[src/rtl/multicycle_ctrl_if.sv]
// Data-memory handshake between multicycle_ctrl (master) and datamem (slave).
// Handshake: mem_req is a level; MemRead/MemWrite stay stable while it is high, and the access ends on the one-cycle mem_ack pulse.
interface multicycle_ctrl_if;
  logic mem_req;
  logic MemRead;
  logic MemWrite;
  logic mem_ack;

  modport master (output mem_req, output MemRead, output MemWrite, input mem_ack);
  modport slave  (input mem_req, input MemRead, input MemWrite, output mem_ack);
endinterface

[src/rtl/multicycle_ctrl.sv]
// Multi-cycle LEGv8 sequencer: FETCH->DECODE->EXEC->[MEM]->[WB], flag register, branch resolve.
// Optional MC_PERF_CNT_EN adds cycle and retired-instruction counters.
module multicycle_ctrl #(
  parameter int OPW     = 11,
  parameter int TIMEOUT = 15
) (
  input  logic             clk,
  input  logic             rst,
  input  logic [OPW-1:0]   opcode,
  input  logic             alu_zero,
  input  logic             alu_neg,
  input  logic             alu_ovf,
  multicycle_ctrl_if.master mem,
  output logic             ir_we,
  output logic             pc_we,
  output logic             pc_sel,
  output logic             Reg2Loc,
  output logic             ALUsrc,
  output logic [2:0]       ALUOp,
  output logic             ShiftDir,
  output logic             MemtoReg,
  output logic             RegWrite,
  output logic             trap,
  output logic [2:0]       state
`ifdef MC_PERF_CNT_EN
  ,
  output logic [31:0]      cyc_cnt,
  output logic [31:0]      ret_cnt
`endif
);

  typedef enum logic [2:0] {
    S_FETCH = 3'd0, S_DECODE = 3'd1, S_EXEC = 3'd2,
    S_MEM   = 3'd3, S_WB     = 3'd4, S_HALT = 3'd5
  } state_t;

  typedef enum logic [3:0] {
    C_ILL, C_ADDI, C_ADDS, C_SUBS, C_LSL, C_LSR,
    C_LDUR, C_STUR, C_CBZ, C_BLT, C_B
  } cls_t;

  function automatic cls_t decode(input logic [OPW-1:0] op);
    casez (op)
      11'b1001000100?: decode = C_ADDI;
      11'b10101011000: decode = C_ADDS;
      11'b11101011000: decode = C_SUBS;
      11'b11010011011: decode = C_LSL;
      11'b11010011010: decode = C_LSR;
      11'b11111000010: decode = C_LDUR;
      11'b11111000000: decode = C_STUR;
      11'b10110100???: decode = C_CBZ;
      11'b01010100???: decode = C_BLT;
      11'b000101?????: decode = C_B;
      default:         decode = C_ILL;
    endcase
  endfunction

  state_t     state_q, state_nx;
  cls_t       cls_q, cls_in;
  logic       n_q, v_q;
  logic [3:0] wait_cnt, wait_nx;
  logic       trap_q, set_trap;
  logic       mem_req_c, mem_rd_c, mem_wr_c;

  assign cls_in = decode(opcode);

  always_ff @(posedge clk) begin
    if (rst) begin
      state_q  <= S_FETCH;
      cls_q    <= C_ILL;
      n_q      <= 1'b0;
      v_q      <= 1'b0;
      wait_cnt <= 4'd0;
      trap_q   <= 1'b0;
    end else begin
      state_q  <= state_nx;
      wait_cnt <= wait_nx;
      if (state_q == S_DECODE) cls_q <= cls_in;
      if (state_q == S_EXEC && (cls_q == C_ADDS || cls_q == C_SUBS)) begin
        n_q <= alu_neg;
        v_q <= alu_ovf;
      end
      if (set_trap) trap_q <= 1'b1;
    end
  end

  always_comb begin
    state_nx  = state_q;
    wait_nx   = wait_cnt;
    set_trap  = 1'b0;
    ir_we     = 1'b0;
    pc_we     = 1'b0;
    pc_sel    = 1'b0;
    Reg2Loc   = 1'b0;
    ALUsrc    = 1'b0;
    ALUOp     = 3'b000;
    ShiftDir  = 1'b0;
    MemtoReg  = 1'b0;
    RegWrite  = 1'b0;
    mem_req_c = 1'b0;
    mem_rd_c  = 1'b0;
    mem_wr_c  = 1'b0;
    case (state_q)
      S_FETCH: begin
        ir_we    = 1'b1;
        state_nx = S_DECODE;
      end
      S_DECODE: begin
        // Register read ports are addressed while the opcode is still only on the IR
        Reg2Loc = (cls_in == C_STUR) || (cls_in == C_CBZ);
        if (cls_in == C_ILL) begin
          set_trap = 1'b1;
          state_nx = S_HALT;
        end else begin
          state_nx = S_EXEC;
        end
      end
      S_EXEC: begin
        Reg2Loc  = (cls_q == C_STUR) || (cls_q == C_CBZ);
        state_nx = S_WB;
        case (cls_q)
          C_ADDI:         begin ALUOp = 3'b010; ALUsrc = 1'b1; end
          C_ADDS:         ALUOp = 3'b010;
          C_SUBS:         ALUOp = 3'b011;
          C_LSL:          begin ALUOp = 3'b111; ALUsrc = 1'b1; end
          C_LSR:          begin ALUOp = 3'b111; ALUsrc = 1'b1; ShiftDir = 1'b1; end
          C_LDUR, C_STUR: begin ALUOp = 3'b010; ALUsrc = 1'b1; state_nx = S_MEM; end
          C_CBZ:          begin pc_we = 1'b1; pc_sel = alu_zero;  state_nx = S_FETCH; end
          C_BLT:          begin pc_we = 1'b1; pc_sel = n_q ^ v_q; state_nx = S_FETCH; end
          C_B:            begin pc_we = 1'b1; pc_sel = 1'b1;      state_nx = S_FETCH; end
          default:        begin set_trap = 1'b1; state_nx = S_HALT; end
        endcase
      end
      S_MEM: begin
        mem_req_c = 1'b1;
        mem_rd_c  = (cls_q == C_LDUR);
        mem_wr_c  = (cls_q == C_STUR);
        Reg2Loc   = (cls_q == C_STUR);
        if (mem.mem_ack) begin
          wait_nx = 4'd0;
          if (cls_q == C_LDUR) begin
            state_nx = S_WB;
          end else begin
            pc_we    = 1'b1;
            state_nx = S_FETCH;
          end
        end else if (wait_cnt == 4'(TIMEOUT - 1)) begin
          wait_nx  = 4'd0;
          set_trap = 1'b1;
          state_nx = S_HALT;
        end else begin
          wait_nx = wait_cnt + 4'd1;
        end
      end
      S_WB: begin
        RegWrite = 1'b1;
        MemtoReg = (cls_q == C_LDUR);
        pc_we    = 1'b1;
        state_nx = S_FETCH;
      end
      default: state_nx = state_q;
    endcase
    // Nothing is strobed while reset is held, whatever state it interrupted
    if (rst) begin
      ir_we     = 1'b0;
      pc_we     = 1'b0;
      pc_sel    = 1'b0;
      Reg2Loc   = 1'b0;
      ALUsrc    = 1'b0;
      ALUOp     = 3'b000;
      ShiftDir  = 1'b0;
      MemtoReg  = 1'b0;
      RegWrite  = 1'b0;
      mem_req_c = 1'b0;
      mem_rd_c  = 1'b0;
      mem_wr_c  = 1'b0;
    end
  end

  assign mem.mem_req  = mem_req_c;
  assign mem.MemRead  = mem_rd_c;
  assign mem.MemWrite = mem_wr_c;
  assign trap         = trap_q;
  assign state        = state_q;

`ifdef MC_PERF_CNT_EN
  always_ff @(posedge clk) begin
    if (rst) begin
      cyc_cnt <= 32'd0;
      ret_cnt <= 32'd0;
    end else begin
      if (state_q != S_HALT) cyc_cnt <= cyc_cnt + 32'd1;
      if (pc_we)             ret_cnt <= ret_cnt + 32'd1;
    end
  end
`endif

endmodule
[src/flat_wrapper.sv]
// flat-port wrapper written by rule: the top's interface ports become plain ports
module multicycle_ctrl_flat 
#(
  parameter int OPW     = 11,
  parameter int TIMEOUT = 15
)
  (clk, rst, opcode, alu_zero, alu_neg, alu_ovf, ir_we, pc_we, pc_sel, Reg2Loc, ALUsrc, ALUOp, ShiftDir, MemtoReg, RegWrite, trap, state, mem_mem_req, mem_MemRead, mem_MemWrite, mem_mem_ack);
  multicycle_ctrl_if mem_i ();
  input  logic clk;
  input  logic rst;
  input  logic [OPW-1:0] opcode;
  input  logic alu_zero;
  input  logic alu_neg;
  input  logic alu_ovf;
  output logic ir_we;
  output logic pc_we;
  output logic pc_sel;
  output logic Reg2Loc;
  output logic ALUsrc;
  output logic [2:0] ALUOp;
  output logic ShiftDir;
  output logic MemtoReg;
  output logic RegWrite;
  output logic trap;
  output logic [2:0] state;
  output wire logic [$bits(mem_i.mem_req)-1:0] mem_mem_req;
  output wire logic [$bits(mem_i.MemRead)-1:0] mem_MemRead;
  output wire logic [$bits(mem_i.MemWrite)-1:0] mem_MemWrite;
  input wire logic [$bits(mem_i.mem_ack)-1:0] mem_mem_ack;
  assign mem_mem_req = mem_i.mem_req;
  assign mem_MemRead = mem_i.MemRead;
  assign mem_MemWrite = mem_i.MemWrite;
  assign mem_i.mem_ack = mem_mem_ack;
  multicycle_ctrl #(.OPW(OPW), .TIMEOUT(TIMEOUT)) u_core (.clk(clk), .rst(rst), .opcode(opcode), .alu_zero(alu_zero), .alu_neg(alu_neg), .alu_ovf(alu_ovf), .mem(mem_i), .ir_we(ir_we), .pc_we(pc_we), .pc_sel(pc_sel), .Reg2Loc(Reg2Loc), .ALUsrc(ALUsrc), .ALUOp(ALUOp), .ShiftDir(ShiftDir), .MemtoReg(MemtoReg), .RegWrite(RegWrite), .trap(trap), .state(state));
endmodule
[config.mk]
export PLATFORM = sky130hd
export DESIGN_NAME = multicycle_ctrl_flat
export DESIGN_NICKNAME = d
export VERILOG_FILES = /design/src/rtl/multicycle_ctrl_if.sv /design/src/rtl/multicycle_ctrl.sv /design/src/flat_wrapper.sv
export SDC_FILE = /design/constraint.sdc
export NUM_CORES = 1
export LEC_CHECK = 0
export CAP_MARGIN = 20
export CORE_MARGIN = 5
export CORE_UTILIZATION = 42
export DETAILED_ROUTE_END_ITERATION = 10
export PLACE_DENSITY = 0.81
export SETUP_SLACK_MARGIN = 0.1
export SYNTH_ARGS = -nofsm -noshare
export SYNTH_HDL_FRONTEND = slang
export SYNTH_SLANG_ARGS = --single-unit
[constraint.sdc]
create_clock -name clk -period 2.3 [get_ports clk]
set_clock_uncertainty 0.15 [all_clocks]
set_input_delay 0.575 -clock clk [delete_from_list [all_inputs] [get_ports clk]]
set_output_delay 0.575 -clock clk [all_outputs]
set_load 0.01 [all_outputs]
## Word-level counts from Yosys, hierarchy flattened

Cells that the tools add are included.

- Register bits: 14
- Output and inout port bits: 18
- Logic and storage cells: 96

- Add/sub/neg operators: 1
- Equality and inequality tests: 28
- Multiplexer cells: 45
- Bitwise gates (word level): 1
- Reduce and logical (&&, ||, !) cells: 15

Operators with widths:

| kind | number |
|---|---|
| $eq 11x11->1 const B | 6 |
| $pmux 4 s10 | 1 |
| $mux 1 | 29 |
| $eq 4x3->1 const B | 5 |
| $eq 4x4->1 const B | 5 |
| $mux 3 | 6 |
| $pmux 3 s3 | 2 |
| $pmux 3 s5 | 1 |
| $pmux 1 s3 | 4 |
| $eq 10x10->1 const B | 1 |
| $reduce_or 10->1 | 1 |
| $reduce_or 5->1 | 2 |
| $eq 4x2->1 const B | 2 |
| $eq 8x7->1 const B | 1 |
| $eq 8x8->1 const B | 1 |
| $mux 4 | 2 |
| $eq 3x2->1 const B | 2 |
| $eq 6x3->1 const B | 1 |
| $reduce_bool 5->1 | 1 |
| $add 4x1->4 const B | 1 |
| $eq 4x1->1 const B | 1 |
| $logic_not 4->1 | 1 |
| $reduce_or 2->1 | 2 |
| $reduce_or 4->1 | 1 |
| 9 further kinds | 11 |

## Logic depth before layout (Yosys ltp)

Gate-level depths: netlist of the first run.

- Depth after elaboration: 6
- Gate-level depth with buffers: 7

## Worst setup path after synthesis of the first run

No wires, ideal clock.

- Path type: input to output
- Start: input port opcode[3]
- End: output port Reg2Loc
- Arrival time: 1,856 ps
- Required time: 1,575 ps
- Path slack: -281 ps
- Cell stages on the path: 5
- Path buffers: 0
- Cell sequence: or3b_1 -> or2_0 -> o2bb2a_4 -> nor2b_4 -> o31ai_2

- Word-level cells in the longest chain between the ends: 6
- Elaborated cells between the ends (all ways): 15
- Those cells by class: eq/ne (11); mux (3); reduce/logical (1)

RTL lines:

| item | line | source |
|---|---|---|
| from (decl) | flat_wrapper.sv:11 | `input logic [OPW-1:0] opcode;` |
| $eq 11x11->1 (tied with other cells) | multicycle_ctrl.sv:43 | `casez (op)` |
| $pmux 4 s10 * | multicycle_ctrl.sv:43 |  |
| $eq 4x3->1 or $eq 4x4->1 (tied branches) | multicycle_ctrl.sv:110 | `Reg2Loc = (cls_in == C_STUR) \|\| (cls_in == C_CBZ);` |
| $logic_or 1x1->1 * | multicycle_ctrl.sv:110 |  |
| $pmux 1 s3 * | multicycle_ctrl.sv:103 | `case (state_q)` |
| $mux 1 * | multicycle_ctrl.sv:164 | `if (rst) begin` |
| to (decl) | flat_wrapper.sv:18 | `output logic Reg2Loc;` |

Every way passes the cells marked *; elsewhere a longest branch is shown, timed or not.

## Worst setup path in the final report of the first run

- Start: input port opcode[0]
- End: output port Reg2Loc

- Word-level cells in the longest chain between the ends: 6
- Elaborated cells between the ends (all ways): 12
- Those cells by class: eq/ne (8); mux (3); reduce/logical (1)

RTL lines:

| item | line |
|---|---|
| $eq 11x11->1 | multicycle_ctrl.sv:43 |
| $pmux 4 s10 * | multicycle_ctrl.sv:43 |
| $eq 4x3->1 or $eq 4x4->1 (tied branches) | multicycle_ctrl.sv:110 |
| $logic_or 1x1->1 * | multicycle_ctrl.sv:110 |
| $pmux 1 s3 * | multicycle_ctrl.sv:103 |
| $mux 1 * | multicycle_ctrl.sv:164 |

Marks and branches as above.

==> impl_metrics.tcl, run 1 <==
set metrics [dict create \
    vias 1576 \
    setup_violations 7 \
    hpwl_um 3000 \
    finalCritPeriodShare_pct 123 \
    status "finished, violations left" \
    fillers 171 \
    clkSinkCount 14 \
    diodes 0 \
    ctsLongestPathBuffers 2 \
    grt_pass1_wl_um 7550 \
    syn_avg_cell_area_um2 7.41 \
    end_kind "output pin" \
    setup-tns-final_ns -0.957 \
    synth_cells 157 \
    coreArea_um2 2710 \
    area_growth_pct 82.3 \
    cts_root_buffer "clkbuf_4" \
    route.detailed.drc 0 \
    rsz0062_at_grt "yes" \
    io_pins 35 \
    routed_wirelength_um 4850 \
    ant_nets 0 \
    ys.flop_type "dfxtp_1" \
    die_h_um 62.6 \
    start_kind "input port" \
    report.power.total_mw 0.742 \
    drive_gt1_share_pct 47.2 \
    antenna_found_initial 0 \
    worst_slew_pin_slew_ns 0.435 \
    fmax_mhz 355 \
    cts_tree "yes" \
    rows 19 \
    crit_required_ns 1.57 \
    yosys_warnings 0 \
    grt_pass1_vias 1580 \
    max_slew_margin_pct 70.8 \
    clkTransAtPathRegs_ns 0.08 \
    synth-edff-count 0 \
    timing.final.crit_period_ns 2.82 \
    p_per_area_nw_per_um2 350 \
    die_width_um 62.6 \
    crit_arrival_ns 2.09 \
    ys_async_sr_fraction_pct 0 \
    p_leak_nw 0.925 \
    crit_fanout 4 \
    synth_area_um2 1160 \
    setup_slack_ns -0.518 \
    ys_seq_elements 14 \
    wl_per_cell_um 18.4 \
    peakVddDrop_v 0.000352 \
    grt_start_max_net_pins 22 \
    drt_iter0_drc 108 \
    vias_per_cell 5.97 \
    clock_latency_ns 0.29 \
    cts.htree.levels 1 \
    cts_buffers 3 \
    cts-hold-fix-buffers 0 \
    hold_class "reg -> reg" \
    dr.pass1.iters 4 \
    layout.nets 253 \
    grt_usage_pct 23.6 \
    failed_checks "setup timing" \
    synth_nets 176 \
    ys_types 49 \
    finalHoldViolations 0 \
    grt_overflow 0 \
    routabilityCongestion 0.860 \
    final_max_slew_viol_count 0 \
    cap_violations 0 \
    yosysSeqAreaShare_pct 24.1 \
    initial_core_util_pct 42.9 \
    worstSetupPathType "in -> out" \
    final_common_cell "buf_4" \
    final_cell_mix "buf_4 (37), nor2_1 (19), buf_6 (14), buf_2 (12)" \
    die_area_um2 3920 \
    port_buffers 34 \
]
-- where the power goes --
part	internal [mW]	total, mW	switching (mW)
clock network	0.0965	0.182	0.0853
logic	0.142	0.291	0.149
registers	0.255	0.270	0.0146
total	0.494	0.742	0.249
-- critical path, cell delays in order --
cell and delay, ns:
clkdlybuf4s50_1 0.43, inv_1 0.10, nand4_1 0.10, buf_4 0.18, o2bb2a_4 0.22, nor2b_4 0.13, o31ai_4 0.20, buf_2 0.16
-- cells by family (layout without fill, tap and decap cells) --
group | count (synthesis) | count (layout) | share of synthesized area (%)
simple gates | 81 | 81 | 41.1
buf+inv | 16 | 92 | 5.27
flops | 14 | 14 | 24.1
compound gates | 40 | 40 | 24.1
mux | 3 | 3 | 2.58
fa+ha+maj | 2 | 2 | 2.15
xor+xnor | 1 | 1 | 0.753
-- Yosys cell counts, drive strengths merged, types with 2 or more instances --
library cell / instances / area share (%)
a31oi: 4 / 2.2
nand2: 7 / 2.3
nand2b: 5 / 2.7
a211oi: 3 / 1.9
and3: 2 / 1.1
nor3: 9 / 4.3
nor2b: 2 / 1.7
o31ai: 3 / 2.4
or3b: 2 / 1.5
nand3: 3 / 1.3
a2111oi: 2 / 1.5
or2: 2 / 1.1
or3: 6 / 3.7
and2: 2 / 1.1
a21oi: 11 / 4.7
and3b: 2 / 1.5
nand3b: 5 / 3.5
dfxtp: 14 / 24
inv: 7 / 2.3
nor2: 22 / 7.1
o22ai: 2 / 1.1
ha: 2 / 2.2
clkbuf: 7 / 2.3
a21o: 4 / 2.6
nand4: 2 / 1.1
buf: 2 / 0.75
mux2i: 3 / 2.6
nor4: 2 / 1.1
o21ai: 5 / 2.2
a2bb2oi: 2 / 1.5
nor3b: 3 / 1.9
-- final cells by class --
| class | count | area [µm²] | area share [%] |
|---|---|---|---|
| sequential | 14 | 293 | 13.8 |
| multi-input combinational | 127 | 1050 | 49.6 |
| tap | 31 | 38.8 | 1.83 |
| inverter | 7 | 26.3 | 1.24 |
| clock buffer | 4 | 36.3 | 1.71 |
| timing repair buffer | 81 | 674 | 31.8 |
-- metrics by stage --
step	utilization (%)	instance area (µm²)	hold WS, ns	cells	setup slack (ns)
2_1_floorplan	-	1200	0.304	157	-0.189
3_3_place_gp	66.9	1810	0.319	249	-1.18
3_5_place_dp	66.9	1810	0.342	249	-1.19
4_1_cts	75.3	2040	0.353	262	-0.496
5_1_grt	78.3	2120	0.400	264	-0.579
6_report	78.3	2120	0.353	264	-0.518
-- layer usage --
layer | vias to the layer above | wire [µm] | global-route usage (%)
met3 | 28 | 228 | 5.04
met4 | 0 | 269 | 12.5
li1 | 738 | - | -
met2 | 63 | 2460 | 43.9
met1 | 747 | 1900 | 24.2
met5 | - | 0 | 0
-- flip-flops by register name, indices dropped and copies added, names as in the netlist --
name             count
u_core.trap          1
u_core.n_q           1
u_core.state         3
u_core.cls_q         4
u_core.v_q           1
u_core.wait_cnt      4
-- timing repair --
action	CTS	global route
buffers inserted	9	3
gates resized for setup	118	22
pin swaps	20	9
setup endpoints to repair	16	15
endpoints found under the hold margin	0	0
-- path summary, 6_finish.rpt --
path                              to          startpoint  slack (ns)  cells past startpoint
setup / recovery             Reg2Loc           opcode[0]       -0.52                      8
setup reg to reg  u_core.wait_cnt[3]     u_core.state[2]        0.35                      6
hold reg to reg   u_core.wait_cnt[2]  u_core.wait_cnt[2]        0.35                      2
hold / removal    u_core.wait_cnt[2]  u_core.wait_cnt[2]        0.35                      2
Power figures use the tool's default switching activity.
==> inputs of run 2 (changes only) <==
- CORE_UTILIZATION: 42 -> 47
- PLACE_DENSITY: 0.81 -> 0.85
- clock period: 2.3 -> 3.12 ns (I/O delays scaled with it)
==> run 2 against run 1 <==
The flow still finishes with violations (setup timing). Critical path depth down 1. Global-route usage increased by 4.3 points. Sequential power decreased by 24%. Routed wire length shrank 3.6%. Sequential cell count did not move. Worst setup slack improved by 0.41 ns.
==> impl_metrics.tcl, run 2 (synthesis results as in run 1) <==
set metrics [dict create \
    ant_nets 0 \
    grt_pass1_vias 1530 \
    grt_start_max_net_pins 16 \
    die_h_um 59.8 \
    placed_cells 240 \
    area_growth_pct 64.4 \
    timing.final.crit_period_ns 3.22 \
    route.detailed.drc 0 \
    cap_violations 0 \
    fmax_mhz 310 \
    failed_checks "setup timing" \
    io_pins 35 \
    final_max_slew_viol_count 0 \
    vias_per_cell 6.10 \
    cts-hold-fix-buffers 0 \
    cts_buffers 3 \
    wl_per_cell_um 18.6 \
    die_width_um 59.8 \
    max_slew_margin_pct 69.2 \
    finalHoldViolations 0 \
    port_buffers 34 \
    initial_core_util_pct 47.8 \
    placed_area_um2 1720 \
    rows 18 \
    grt_usage_pct 27.9 \
    layout.nets 242 \
    clkTransAtPathRegs_ns 0.09 \
    routabilityCongestion 0.934 \
    final_cell_mix "buf_4 (35), nor2_1 (21), dfxtp_1 (14), dlygate4sd2_1 (12), clkdlybuf4s50_1 (10)" \
    routed_wirelength_um 4680 \
    cts_root_buffer "clkbuf_4" \
    crit_fanout 2 \
    die_area_um2 3570 \
    pre_cts_slack_ns -0.840 \
    cts.htree.levels 1 \
    final_area_um2 1910 \
    final_cells 252 \
    clock_latency_ns 0.29 \
    drt_iter0_drc 116 \
    crit_arrival_ns 2.29 \
    finalCritPeriodShare_pct 103 \
    cts_tree "yes" \
    path_delay_family "simple AND/OR/NAND/NOR gates" \
    status "finished, violations left" \
    dr.pass1.iters 4 \
    p_per_area_nw_per_um2 266 \
    report.power.total_mw 0.509 \
    setup_violations 1 \
    vias 1537 \
    rsz0062_at_grt "yes" \
    peakVddDrop_v 0.000269 \
    crit_required_ns 2.19 \
    hpwl_um 2890 \
    whs_ns 0.359 \
    diodes 0 \
    antenna_found_initial 0 \
    worstSetupPathType "in -> out" \
    end_kind "output pin" \
    grt_overflow 0 \
    worst_slew_pin_slew_ns 0.460 \
    p_leak_nw 0.860 \
    crit_path_max_incr_delay_ns 0.39 \
    ctsLongestPathBuffers 2 \
    worst-path-buf-inv 2 \
    crit_chain "buf_6, or3b_4, or2_1, o2bb2a_4, nor2b_4, o31ai_2, buf_2" \
    final_common_cell "buf_4" \
    drive_gt1_share_pct 35.6 \
    grt_pass1_wl_um 7490 \
    clkSinkCount 14 \
    coreArea_um2 2430 \
    slowest_stage "or3b_4" \
    fillers 165 \
    hold_class "reg -> reg" \
    setup_slack_ns -0.105 \
    start_kind "input port" \
]
-- run 2: metal layers --
layer | track usage [%] | share of wire, %
met1 | 33.9 | 41
met2 | 48.6 | 49
met3 | 3.24 | 6.1
met4 | 12.3 | 4.0
met5 | 0 | 0
-- run 2: worst reg2reg max path: stages, from the launching register on --
cell and delay (ns):
dfxtp_1 0.51, buf_4 0.23, nand3b_2 0.12, buf_4 0.18
or3_4 0.40, or3_1 0.36, a21oi_1 0.14
-- run 2: area by class of cell --
type | instances | area, µm² | area share, %
tap | 30 | 37.5 | 1.96
inverter | 7 | 26.3 | 1.37
sequential | 14 | 280 | 14.7
multi-input combinational | 127 | 958 | 50.1
timing repair buffer | 70 | 574 | 30.0
clock buffer | 4 | 36.3 | 1.90
-- run 2: where the power goes --
part | internal [mW] | switching (mW)
registers | 0.188 | 0.0167
clock network | 0.0713 | 0.0671
logic | 0.0807 | 0.0860
total | 0.340 | 0.170
-- run 2: final timing paths --
path,start,to,slack [ns],cells past startpoint
max,opcode[3],Reg2Loc,-0.10,7
min,u_core.wait_cnt[2],u_core.wait_cnt[2],0.36,2
max reg2reg,u_core.state[0],u_core.wait_cnt[3],0.98,6
min reg2reg,u_core.wait_cnt[2],u_core.wait_cnt[2],0.36,2
-- run 2: stage by stage --
stage / setup TNS, ns / util, %
3_5_place_dp: -4.44 / 70.6
2_1_floorplan: 0 / -
6_report: -0.105 / 78.7
5_1_grt: -0.103 / 78.7
4_1_cts: -0.130 / 77.1
3_3_place_gp: -4.22 / 70.6
-- run 2: what timing repair did --
item	4_1_cts	5_1_grt
endpoints found under the setup margin	13	8
gates resized for setup	70	13
pin swaps	12	6
buffers inserted	7	1
